**config.mk**
```make
export PLATFORM = sky130hd
export DESIGN_NAME = touch_spi_reader
export DESIGN_NICKNAME = d
export VERILOG_FILES = /design/src/rtl/touch_pkg.sv /design/src/rtl/touch_sck_tick.sv /design/src/rtl/touch_spi_reader.sv
export SDC_FILE = /design/constraint.sdc
export NUM_CORES = 1
export LEC_CHECK = 0
export BUFFER_PORTS_ARGS = -buffer_cell sky130_fd_sc_hd__buf_2
export CAP_MARGIN = 10
export CORE_MARGIN = 3
export CORE_UTILIZATION = 55
export DETAILED_ROUTE_END_ITERATION = 7
export GPL_TIMING_DRIVEN = 1
export PLACE_DENSITY = 0.85
export SLEW_MARGIN = 20
export SYNTH_ARGS = -nofsm -noshare
export SYNTH_HDL_FRONTEND = slang
export SYNTH_SLANG_ARGS = --single-unit
```
**constraint.sdc**
```tcl
create_clock -name clk_100M -period 2.25 [get_ports clk_100M]
set_input_delay 0.225 -clock clk_100M [delete_from_list [all_inputs] [get_ports clk_100M]]
set_output_delay 0.225 -clock clk_100M [all_outputs]
set_load 0.03 [all_outputs]
```
**src/rtl/touch_pkg.sv**
```systemverilog
// Shared types and constants for the touch-controller SPI reader.
// Holds the FSM state encoding, default command bytes and frame/result widths.
package touch_pkg;

    typedef enum logic [2:0] {
        ST_IDLE,
        ST_CS_SETUP,
        ST_SHIFT,
        ST_CS_HOLD,
        ST_GAP,
        ST_DONE
    } state_t;

    localparam logic [7:0] CMD_X_DEFAULT = 8'hD0;
    localparam logic [7:0] CMD_Y_DEFAULT = 8'h90;

    localparam int CMD_W      = 8;
    localparam int FRAME_BITS = 24;
    localparam int RX_W       = 16;
    localparam int RESULT_W   = 12;
    localparam int CNT_W      = 8;

endpackage

```
**src/rtl/touch_sck_tick.sv**
```systemverilog
// SCK generator: DIV-cycle half-period divider with one-cycle tick/rise/fall strobes.
// The strobes mark the clk_100M edge on which the divider wraps or SCK changes.
module touch_sck_tick
    import touch_pkg::*;
#(
    parameter int DIV = 50
) (
    input  logic clk_100M,
    input  logic rst,
    input  logic en,
    input  logic sck_run,
    output logic sck,
    output logic tick,
    output logic rise,
    output logic fall
);

    localparam logic [CNT_W-1:0] LAST = CNT_W'(DIV - 1);

    logic [CNT_W-1:0] cnt;

    assign tick = en && (cnt == LAST);
    assign rise = tick && sck_run && !sck;
    assign fall = tick && sck_run && sck;

    // Counter restarts from zero whenever the FSM leaves the timed states, so
    // every timed phase starts aligned and wraps cleanly without drift.
    always_ff @(posedge clk_100M or negedge rst) begin
        if (!rst) begin
            cnt <= '0;
            sck <= 1'b0;
        end else if (!en) begin
            cnt <= '0;
            sck <= 1'b0;
        end else begin
            cnt <= tick ? '0 : cnt + CNT_W'(1);
            if (!sck_run)
                sck <= 1'b0;
            else if (tick)
                sck <= ~sck;
        end
    end

endmodule

```
**src/rtl/touch_spi_reader.sv**
```systemverilog
// Reads one X and one Y 12-bit sample from a resistive-touch controller over SPI.
// Two 24-SCK frames per request; a pen release mid-read finishes the frame and returns valid=0.
module touch_spi_reader
    import touch_pkg::*;
#(
    parameter int         DIV   = 50,
    parameter logic [7:0] CMD_X = CMD_X_DEFAULT,
    parameter logic [7:0] CMD_Y = CMD_Y_DEFAULT
) (
    input  logic                clk_100M,
    input  logic                rst,
    input  logic                start,
    input  logic                penDown_n,
    input  logic                spi_miso,
    output logic                spi_sck,
    output logic                spi_cs_n,
    output logic                spi_mosi,
    output logic                busy,
    output logic                done,
    output logic                valid,
    output logic [RESULT_W-1:0] x,
    output logic [RESULT_W-1:0] y
);

    localparam logic [4:0] LAST_PERIOD = 5'(FRAME_BITS - 1);
    localparam logic [4:0] FIRST_RX    = 5'(FRAME_BITS - RX_W);

    state_t state, state_next;

    logic                en, sck_run, tick, rise, fall;
    logic                load_cmd, sel_y, accept, abort_any;
    logic                frame_y, aborted;
    logic [4:0]          bit_cnt;
    logic [CMD_W-1:0]    mosi_sr;
    logic [RX_W-1:0]     rx;
    logic [RESULT_W-1:0] x_buf;
    logic [RESULT_W-1:0] rx_result;

    assign abort_any = aborted | penDown_n;
    assign spi_mosi  = mosi_sr[CMD_W-1];
    // Drop the leading busy bit and the three trailing zeros.
    assign rx_result = rx[RX_W-2 -: RESULT_W];

    touch_sck_tick #(.DIV(DIV)) u_sck_tick (
        .clk_100M (clk_100M),
        .rst      (rst),
        .en       (en),
        .sck_run  (sck_run),
        .sck      (spi_sck),
        .tick     (tick),
        .rise     (rise),
        .fall     (fall)
    );

    always_ff @(posedge clk_100M or negedge rst) begin
        if (!rst)
            state <= ST_IDLE;
        else
            state <= state_next;
    end

    always_comb begin
        state_next = state;
        en         = 1'b0;
        sck_run    = 1'b0;
        load_cmd   = 1'b0;
        sel_y      = 1'b0;
        accept     = 1'b0;
        case (state)
            ST_IDLE: begin
                // The done cycle is already IDLE, so exclude it explicitly.
                if (start && !penDown_n && !done) begin
                    accept     = 1'b1;
                    load_cmd   = 1'b1;
                    state_next = ST_CS_SETUP;
                end
            end
            ST_CS_SETUP: begin
                en = 1'b1;
                if (tick)
                    state_next = ST_SHIFT;
            end
            ST_SHIFT: begin
                en      = 1'b1;
                sck_run = 1'b1;
                if (fall && bit_cnt == LAST_PERIOD)
                    state_next = ST_CS_HOLD;
            end
            ST_CS_HOLD: begin
                en = 1'b1;
                if (tick)
                    state_next = (!frame_y && !abort_any) ? ST_GAP : ST_DONE;
            end
            ST_GAP: begin
                en = 1'b1;
                if (tick) begin
                    if (abort_any) begin
                        state_next = ST_DONE;
                    end else begin
                        state_next = ST_CS_SETUP;
                        load_cmd   = 1'b1;
                        sel_y      = 1'b1;
                    end
                end
            end
            ST_DONE: state_next = ST_IDLE;
            default: state_next = ST_IDLE;
        endcase
    end

    always_ff @(posedge clk_100M or negedge rst) begin
        if (!rst) begin
            spi_cs_n <= 1'b1;
            busy     <= 1'b0;
            done     <= 1'b0;
            valid    <= 1'b0;
            x        <= '0;
            y        <= '0;
            bit_cnt  <= '0;
            mosi_sr  <= '0;
            rx       <= '0;
            x_buf    <= '0;
            frame_y  <= 1'b0;
            aborted  <= 1'b0;
        end else begin
            spi_cs_n <= !(state_next inside {ST_CS_SETUP, ST_SHIFT, ST_CS_HOLD});
            busy     <= (state_next != ST_IDLE);
            done     <= (state == ST_DONE);

            if (load_cmd) begin
                mosi_sr <= sel_y ? CMD_Y : CMD_X;
                bit_cnt <= '0;
                frame_y <= sel_y;
            end else if (fall) begin
                mosi_sr <= {mosi_sr[CMD_W-2:0], 1'b0};
                bit_cnt <= bit_cnt + 5'd1;
            end

            if (rise && bit_cnt >= FIRST_RX)
                rx <= {rx[RX_W-2:0], spi_miso};

            if (state == ST_CS_HOLD && tick && !frame_y)
                x_buf <= rx_result;

            if (accept) begin
                aborted <= 1'b0;
                valid   <= 1'b0;
            end else if (state == ST_DONE) begin
                valid <= !abort_any;
                if (!abort_any) begin
                    x <= x_buf;
                    y <= rx_result;
                end
            end else if (state != ST_IDLE && penDown_n) begin
                aborted <= 1'b1;
            end
        end
    end

endmodule

```
# After elaboration in Yosys (flattened, before gate mapping)
# Cells that the tools add are included.
# Widths: inputs -> output; s select.
[word_totals]
ff_bits = 82
in_bits = 5
out_inout_bits = 30
elab_cells = 93
[classes]
n_addsub = 2
order_cmp = 1
n_eq_ne = 12
mux = 31
n_bitwise = 4
n_reduce_logical = 28
[ops]
columns = ["cell", "n"]
rows = [
  ["$mux 8", 4],
  ["$mux 3", 6],
  ["$mux 1", 16],
  ["$pmux 3 s5", 1],
  ["$eq 3x2->1 const B", 4],
  ["$logic_and 1x1->1", 12],
  ["$mux 5", 2],
  ["$reduce_bool 3->1", 3],
  ["$add 8x1->8 const B", 1],
  ["$eq 8x6->1 const B", 1],
  ["$mux 7", 1],
  ["$eq 3x1->1 const B", 2],
  ["$eq 3x3->1 const B", 2],
  ["$logic_not 1->1", 6],
  ["$reduce_bool 2->1", 3],
  ["$add 5x1->5 const B", 1],
  ["$eq 5x5->1 const B", 1],
  ["$ge 5x4->1 const B", 1],
  ["$reduce_or 4->1", 1],
  ["$logic_not 3->1", 1],
  ["$ne 3x3->1 const B", 1],
  ["$not 1->1", 3],
  ["$reduce_and 3->1", 1],
  ["$ne 2x2->1 const B", 1],
  ["other kinds (3)", 3],
]

# Longest topological paths before layout
# Gate-level depths: netlist of the first run.
[depth]
depth_word = 12
depth_mapped = 7
mapped_depth_nobuf = 7

# Modules after synthesis
# From an unflattened synthesis of the first run, not the netlist that was laid out.
[unflattened]
cells_unflattened = 240
area_unflattened_um2 = 3201.8
[by_module_without_submodules]
columns = ["mod", "n_inst", "cells_each", "area_per_inst_um2", "seq_area_each_um2"]
rows = [
  ["touch_spi_reader", 1, 194, 2752.6, 1727.9],
  ["touch_sck_tick", 1, 46, 449.2, 225.2],
]

# Worst setup path after synthesis of the first run
# No wires, ideal clock.
[synth_path]
path_kind = "register to register"
from = "reg u_sck_tick.cnt[1]"
to = "reg rx[10]"
setup_time_ps = 125
t_arrival_ps = 1795
t_required_ps = 2125
slack_ps = 330
path_stages_with_launch = 8
path_buffers = 1
period_less_slack_ps = 1920
cell_sequence = "dfrtp_1 inv_1 ha_1 nand4b_2 nand2b_4 nor4_4 buf_6 mux2_2"
[synth_via]
elab_chain_len = 5
[synth_lines]
columns = ["item", "line", "text"]
rows = [
  ["start: declaration", "touch_sck_tick.sv:20", "logic [CNT_W-1:0] cnt;"],
  ["start signal: assignment", "touch_sck_tick.sv:36", "cnt <= tick ? '0 : cnt + CNT_W'(1);"],
  ["$eq 8x6->1", "touch_sck_tick.sv:22", "assign tick = en && (cnt == LAST);"],
  ["$logic_and 1x1->1", "touch_sck_tick.sv:22", ""],
  ["$logic_and 1x1->1 (2 in a row)", "touch_sck_tick.sv:23", "assign rise = tick && sck_run && !sck;"],
  ["$logic_and 1x1->1", "touch_spi_reader.sv:139", "if (rise && bit_cnt >= FIRST_RX)"],
  ["end signal: assignment", "touch_spi_reader.sv:140", "rx <= {rx[RX_W-2:0], spi_miso};"],
  ["end: declaration", "touch_spi_reader.sv:35", "logic [RX_W-1:0] rx;"],
]
# No other way between the ends.
# A chain may end at the register's enable or synchronous reset.

# Final worst setup path of the first run
[layout_path]
from = "reg u_sck_tick.cnt[1]"
to = "reg rx[9]"
# The elaborated chain is that of the path after synthesis.

==> results by group, run 1 <==
Logic synthesis
  • Async S/R FF share, synth: 100%
  • Mapped Nets: roughly 240
  • Top FF cell, synth: dfrtp_1
  • Cells after synthesis: 230
  • Sequential area share after synthesis: approximately 60%
  • Flops & latches, synth: a little under 80
  • Post-synthesis average cell area: 14.2 µm²
  • Yosys warns: 0
  • Post-synthesis cell area: approximately 3300 µm²
  • Count of cell types in the netlist: 46
  • Number of flops mapped to enable cells by yosys: 0

Drt
  • Routed WL: ~5.5 mm
  • DRT Pass-1 Iters: 4
  • DRC errors left: 0
  • Iter 0 DRT Violations: 95
  • WL per Instance: ~16 µm
  • Post-route ant nets: 0
  • Vias post-DR: 1,877
  • Vias/cell: between 5 and 6

Clocking
  • Resized cells post-CTS: 0
  • Num Clock Sinks: between 70 and 80
  • Root Driver: clkbuf_8
  • CTS clk-pin slew, worst paths: around 0.090 ns
  • Clock buffer depth: 2
  • Number of buffers created by CTS: 9
  • Hold buffers post-CTS: 0
  • CTS tree: yes
  • H-tree levels: 3
  • Clock latency on the worst-skew pair: 0.35 ns
  • Post-CTS Repair Setup Buffers: 0

Job
  • MaxCap Viol Count: 0

Timing
  • Setup TNS: 0 ns
  • Final Hold Violating Endpoints: 0
  • Relative slew slack: roughly 38%
  • Period utilisation layout: 87.0%
  • Worst setup margin: between 0.2 and 0.3 ns
  • Setup-failing EPs final: 0
  • Final slew viol count: 0
  • Final min period: between 1.5 and 2 ns
  • Fmax: 511 MHz
  • Clock skew: roughly 0.013 ns
  • Slew @ Worst Pin: between 0.9 and 1 ns
  • Unrepaired setup endpoints after global routing: false

Global routing
  • Met3 Use GR: roughly 4.7%
  • Global-route wire length before repair: around 9.4 mm
  • Routing usage on met2: about 25%
  • Number of global-route vias before repair: around 1,900
  • Initial antenna violation count: 0
  • GRT Resource Usage Total: between 15 and 20%
  • Remaining Overflow, GRT: 0
  • Most crowded layer after global routing: met2
  • Grt met1 use: roughly 24%
  • Largest net degree at the start of global routing: 79

Worst setup path
  • Critical path fanouts, max: 15
  • CP top delay family: simple AND/OR/NAND/NOR gates
  • CP Launch Type: flip-flop
  • Slowest cell on the critical path: dfrtp_1
  • Cells along the critical path: inv_1, ha_1, nand4b_2, nand2b_4, nor4_4, buf_4, mux2_2
  • Worst EP arrival: 2.19 ns
  • CP max stage delay: just over 0.4 ns
  • WP buf/inv: 2
  • Required @ worst endpoint: roughly 2.5 ns
  • Worst Setup Path Type: flip-flop to flip-flop
  • Crit. End Element: flip-flop

Die
  • Die ar.: slightly below 7000 µm²
  • Die W: 83.0 µm
  • FP Rows: 27
  • Initial Util: 58.2%
  • Area of the core: between 5000 and 6000 µm²
  • Top-Level Pins: 35
  • Die Span Y: between 80 and 90 µm

Finish
  • Layout cells sized above 1: between 40% and 50%
  • Register area: about 2000 µm²
  • Nets: between 200 and 300
  • Fillers: ~420
  • Synth-to-Final Area Change: 13.4%
  • Multi-input logic area: 1260 µm²
  • Diodes inserted: 0

Place
  • DP Wirelength: between 3 and 4 mm
  • PortBufs: 34
  • Setup WS pre-CTS: 0.270 ns
  • Routability Congestion: approximately 0.87

Hold path
  • HP Class: primary input to async pin

Power and ir drop
  • Power Dens Cells: around 670 nW/µm²
  • LEAKAGE: 1.94 nW
  • Max rail drop VDD: ~0.00037 V

Run status
  • Status: completed
==> report_power, final <==
part	internal, W	total [W]	switching, W
Combinational	0.00000401	0.0000317	0.0000277
Sequential	0.00140	0.00140	0.0000000000000000000643
Clock	0.000521	0.00104	0.000520
Total	0.00193	0.00247	0.000548
==> per-stage QoR <==
| stage | instance area (µm²) | util, % | hold WS, ns | total power, W | std cells |
|---|---|---|---|---|---|
| finish | 3700 | 66.0 | 0.0104 | 0.00247 | 349 |
| global route | 3700 | 66.0 | 0.0836 | 0.00257 | 349 |
| CTS | 3700 | 66.0 | 0.0491 | 0.00250 | 349 |
| detailed placement | 3500 | 62.5 | 0.432 | 0.00146 | 333 |
| global placement | 3500 | 62.5 | 0.430 | 0.00146 | 333 |
| floorplan | 3260 | - | -0.0706 | 0.00143 | 230 |
==> cell usage after synthesis, types with 2 or more instances <==
cell | number | area [µm²]
nor4_1 | 2 | 12.5
xor2_1 | 7 | 61.3
ha_1 | 3 | 37.5
buf_6 | 2 | 22.5
nand2_1 | 7 | 26.3
nand3b_1 | 3 | 22.5
buf_2 | 3 | 15.0
dfrtp_1 | 77 | 1930
xnor2_1 | 5 | 43.8
inv_1 | 2 | 7.51
o21a_1 | 2 | 15.0
mux2_4 | 10 | 150
mux2_2 | 41 | 462
nor2_1 | 20 | 75.1
a21oi_1 | 2 | 10.0
nand3_1 | 6 | 30.0
a21o_1 | 2 | 15.0
nand4_1 | 2 | 12.5
mux2i_1 | 4 | 40.0
o21ai_0 | 4 | 20.0
==> layout by cell type (no fill, tap or decap), drive strengths merged, types with 5 or more instances in the layout <==
master and n:
clkbuf 10, mux2 51, xnor2 5, nand2 7
o21ai 5, nor2 20, nand3 6, dfrtp 77
buf 37, xor2 7
==> cell families (layout without fill, tap and decap cells) <==
kind of cell	Yosys count	count (layout)	synth area share, %
AO/OA/AOI/OAI	15	15	2.95
XOR/XNOR	12	12	3.22
adder cells (fa/ha/maj)	3	3	1.15
buffers and inverters	8	55	1.61
flip-flops	78	78	59.9
multiplexers	55	55	20.0
AND/OR/NAND/NOR	59	59	11.2
==> path summary, 6_finish.rpt <==
kind | slack (ns) | to | from | cells past startpoint
setup / recovery | 0.29 | rx[9] | u_sck_tick.cnt[1] | 7
hold / removal | 0.01 | state[0] | rst | 1
setup reg to reg | 0.29 | rx[9] | u_sck_tick.cnt[1] | 7
hold reg to reg | 0.49 | mosi_sr[4] | mosi_sr[4] | 1
max in group asynchronous | 1.62 | u_sck_tick.cnt[3] | rst | 1
min in group clk_100M | 0.14 | rx[0] | spi_miso | 2
==> registers in the layout (all words and copies together) (netlist names), 3 cells and up <==
signal,flops
bit_cnt,5
u_sck_tick.cnt,8
x_buf,12
mosi_sr,4
y,12
state,3
rx,15
x,12
==> final cells by class <==
cell class	instances	share of cell area, %
repair buffers	37	5.28
multi-input cells	144	34.0
flip-flops and latches	78	52.8
clock inverters	6	1.86
inverters	2	0.203
clock buffers	10	3.45
well taps	72	2.43
==> layer usage <==
metal	vias up	part of all wire, %
li1	891	-
met1	941	47
met2	36	48
met3	9	3.8
met4	0	1.7
met5	-	0
Note: power is estimated with default switching activity, not from simulation.
==> inputs of run 2 (changes only) <==
CORE_UTILIZATION = 35   (was 55)
CTS_BUF_LIST = sky130_fd_sc_hd__clkbuf_4   (was not set)
PLACE_DENSITY = 0.62   (was 0.85)
clock period = 2.2 ns   (was 2.25 ns; I/O delays follow)
==> run 2 against run 1 <==
Global-route usage fell by 5.3 points. Wire length increased by 6.9%. Critical path depth did not move. Setup slack worse by 0.069 ns. Non-clock buffer count increased by 2. Count of clock-buffer cells in the layout is the same. Largest power group unchanged. Total power down 0.33%. Register-to-register slack got worse by 0.07 ns. Clock power fell by 5%. Sequential power about the same. Maximum frequency down 0.94%. Worst hold slack better by 0.054 ns.
==> results by group, run 2 (synthesis gave the netlist of run 1 again) <==
Run status
  • Status: completed (unchanged)

Timing
  • Final slew viol count: 0 (unchanged)
  • Slew @ Worst Pin: 0.524 ns (was 0.935 ns)
  • Setup-failing EPs final: 0 (unchanged)
  • Relative slew slack: 65.1% (was 37.7%)
  • Period utilisation layout: 89.9% (was 87.0%)
  • Unrepaired setup endpoints after global routing: false (unchanged)
  • Fmax: 506 MHz (was 511 MHz)
  • Final min period: 1.98 ns (was 1.96 ns)
  • Final Hold Violating Endpoints: 0 (unchanged)
  • Clock skew: 0.0203 ns (was 0.0132 ns)
  • Worst setup margin: 0.223 ns (was 0.292 ns)
  • Setup TNS: 0 ns (unchanged)

Power and ir drop
  • Flop pwr share: 58.2% (was 56.6%)
  • Internal: 0.00192 W (was 0.00193 W)
  • Switching Share: 21.9% (was 22.1%)
  • LEAKAGE: 1.94 nW (about the same)
  • Power Dens Cells: 658 nW/µm² (was 668 nW/µm²)
  • Max rail drop VDD: 0.000294 V (was 0.000374 V)
  • Combinational fraction of design power: 1.6% (was 1.3%)
  • P_sw: 0.000540 W (was 0.000548 W)
  • Total Power: 0.00247 W (about the same)
  • Clock Power Share: 40.2% (was 42.1%)

Clocking
  • CTS clk-pin slew, worst paths: 0.13 ns (was 0.09 ns)
  • Number of buffers created by CTS: 9 (unchanged)
  • Root Driver: clkbuf_4 (was clkbuf_8)
  • Clock buffer depth: 2 (unchanged)
  • Resized cells post-CTS: 0 (unchanged)
  • Clock latency on the worst-skew pair: 0.41 ns (was 0.35 ns)
  • H-tree levels: 3 (unchanged)
  • Num Clock Sinks: 78 (unchanged)
  • Post-CTS Repair Setup Buffers: 0 (unchanged)
  • CTS tree: yes (unchanged)

Place
  • DP Wirelength: 3.85 mm (was 3.65 mm)
  • Inst Count DP: 370 (was 333)
  • PortBufs: 34 (unchanged)
  • Setup WS pre-CTS: 0.249 ns (was 0.270 ns)
  • Routability Congestion: 0.827 (was 0.874)

Drt
  • DRT Pass-1 Iters: 4 (unchanged)
  • Post-route ant nets: 0 (unchanged)
  • Routed WL: 5.87 mm (was 5.49 mm)
  • Vias/cell: 4.90 (was 5.38)
  • Vias post-DR: 1,895 (was 1,877)
  • DRC errors left: 0 (unchanged)
  • WL per Instance: 15.2 µm (was 15.7 µm)
  • Iter 0 DRT Violations: 60 (was 95)

Finish
  • Diodes inserted: 0 (unchanged)
  • Max FFs per register: 15 (unchanged)
  • Fillers: 823 (was 424)
  • Nets: 282 (was 280)
  • Post-Layout Cell Count: 387 (was 349)
  • Largest register by flop count: rx (unchanged)
  • Layout cells sized above 1: 41.2% (was 40.8%)
  • Most frequent cells in the layout: dfrtp_1, mux2_2, buf_2 (unchanged)
  • Synth-to-Final Area Change: 14.8% (was 13.4%)
  • Commonest non-fill, non-tap cell in the layout: dfrtp_1 (unchanged)

Global routing
  • Global-route wire length before repair: 9.66 mm (was 9.45 mm)
  • GRT Resource Usage Total: 12.0% (was 17.3%)
  • Largest net degree at the start of global routing: 42 (was 79)
  • Number of global-route vias before repair: 1,898 (was 1,890)
  • Initial antenna violation count: 0 (unchanged)
  • Remaining Overflow, GRT: 0 (unchanged)

Die
  • Top-Level Pins: 35 (unchanged)
  • FP Rows: 34 (was 27)
  • Initial Util: 36.7% (was 58.2%)
  • Area of the core: 8890 µm² (was 5610 µm²)
  • Die ar.: 10,500 µm² (was 6890 µm²)
  • Die Span Y: 103 µm (was 83.0 µm)
  • Die W: 103 µm (was 83.0 µm)

Worst setup path
  • Required @ worst endpoint: 2.48 ns (about the same)
  • Worst Setup Path Type: flip-flop to flip-flop (unchanged)
  • Worst EP arrival: 2.26 ns (was 2.19 ns)
  • Crit. End Element: flip-flop (unchanged)
  • CP Launch Type: flip-flop (unchanged)
  • Critical path fanouts, max: 15 (unchanged)

Job
  • MaxCap Viol Count: 0 (unchanged)

Hold path
  • HP Class: primary input to flip-flop (was primary input to async pin)
## run 2: through the flow
step / hold slack [ns] / area (µm²) / utilization [%]
2_1_floorplan: -0.0756 / 3260 / -
3_3_place_gp: 0.222 / 3570 / 40.1
3_5_place_dp: 0.232 / 3570 / 40.1
4_1_cts: 0.0447 / 3750 / 42.1
5_1_grt: 0.0286 / 3750 / 42.1
6_report: 0.0648 / 3750 / 42.1
## run 2: what timing repair did
item | in CTS | in global routing
hold buffers | 1 | 0
endpoints found under the hold margin | 37 | 0
endpoints found under the setup margin | 0 | 0
## run 2: path summary, 6_finish.rpt
check                      depth (start not counted)  slack [ns]          to              start
hold reg to reg                                    1        0.50  mosi_sr[4]         mosi_sr[4]
setup / recovery                                   7        0.22       rx[7]  u_sck_tick.cnt[1]
max in group asynchronous                          3        1.21    spi_cs_n                rst
hold / removal                                     2        0.06       rx[0]           spi_miso
min in group asynchronous                          2        0.31        x[6]                rst
setup reg to reg                                   7        0.22       rx[7]  u_sck_tick.cnt[1]
## run 2: metal layers
metal / vias up / wire length (µm) / GRT usage [%]
li1: 902 / - / -
met1: 951 / 2920 / 17.5
met2: 32 / 2670 / 16.8
met3: 10 / 182 / 2.84
met4: 0 / 98 / 5.55
met5: - / 0 / 0
## run 2: power groups by stage
stage	clock network (W)	logic (W)	registers, W
3_3_place_gp	0	0.0000403	0.00146
3_5_place_dp	0	0.0000413	0.00146
6_report	0.000991	0.0000401	0.00143
4_1_cts	0.00103	0.0000427	0.00143
2_1_floorplan	0	0.00000191	0.00146
5_1_grt	0.00109	0.0000478	0.00143
## run 2: cell type report
type | count | area, µm² | area share, %
clock buffers | 10 | 75.1 | 2.00
clock inverters | 6 | 93.8 | 2.50
inverters | 2 | 7.51 | 0.200
multi-input cells | 144 | 1260 | 33.6
flip-flops and latches | 78 | 1950 | 52.1
well taps | 108 | 135 | 3.61
repair buffers | 39 | 225 | 6.01
## run 2: worst max-delay path, cell delays in order (launching register included)
cell      delay, ns
dfrtp_1        0.43
inv_1          0.07
ha_1           0.14
nand4b_2       0.13
nand2b_4       0.20
nor4_4         0.25
buf_4          0.27
mux2_2         0.37
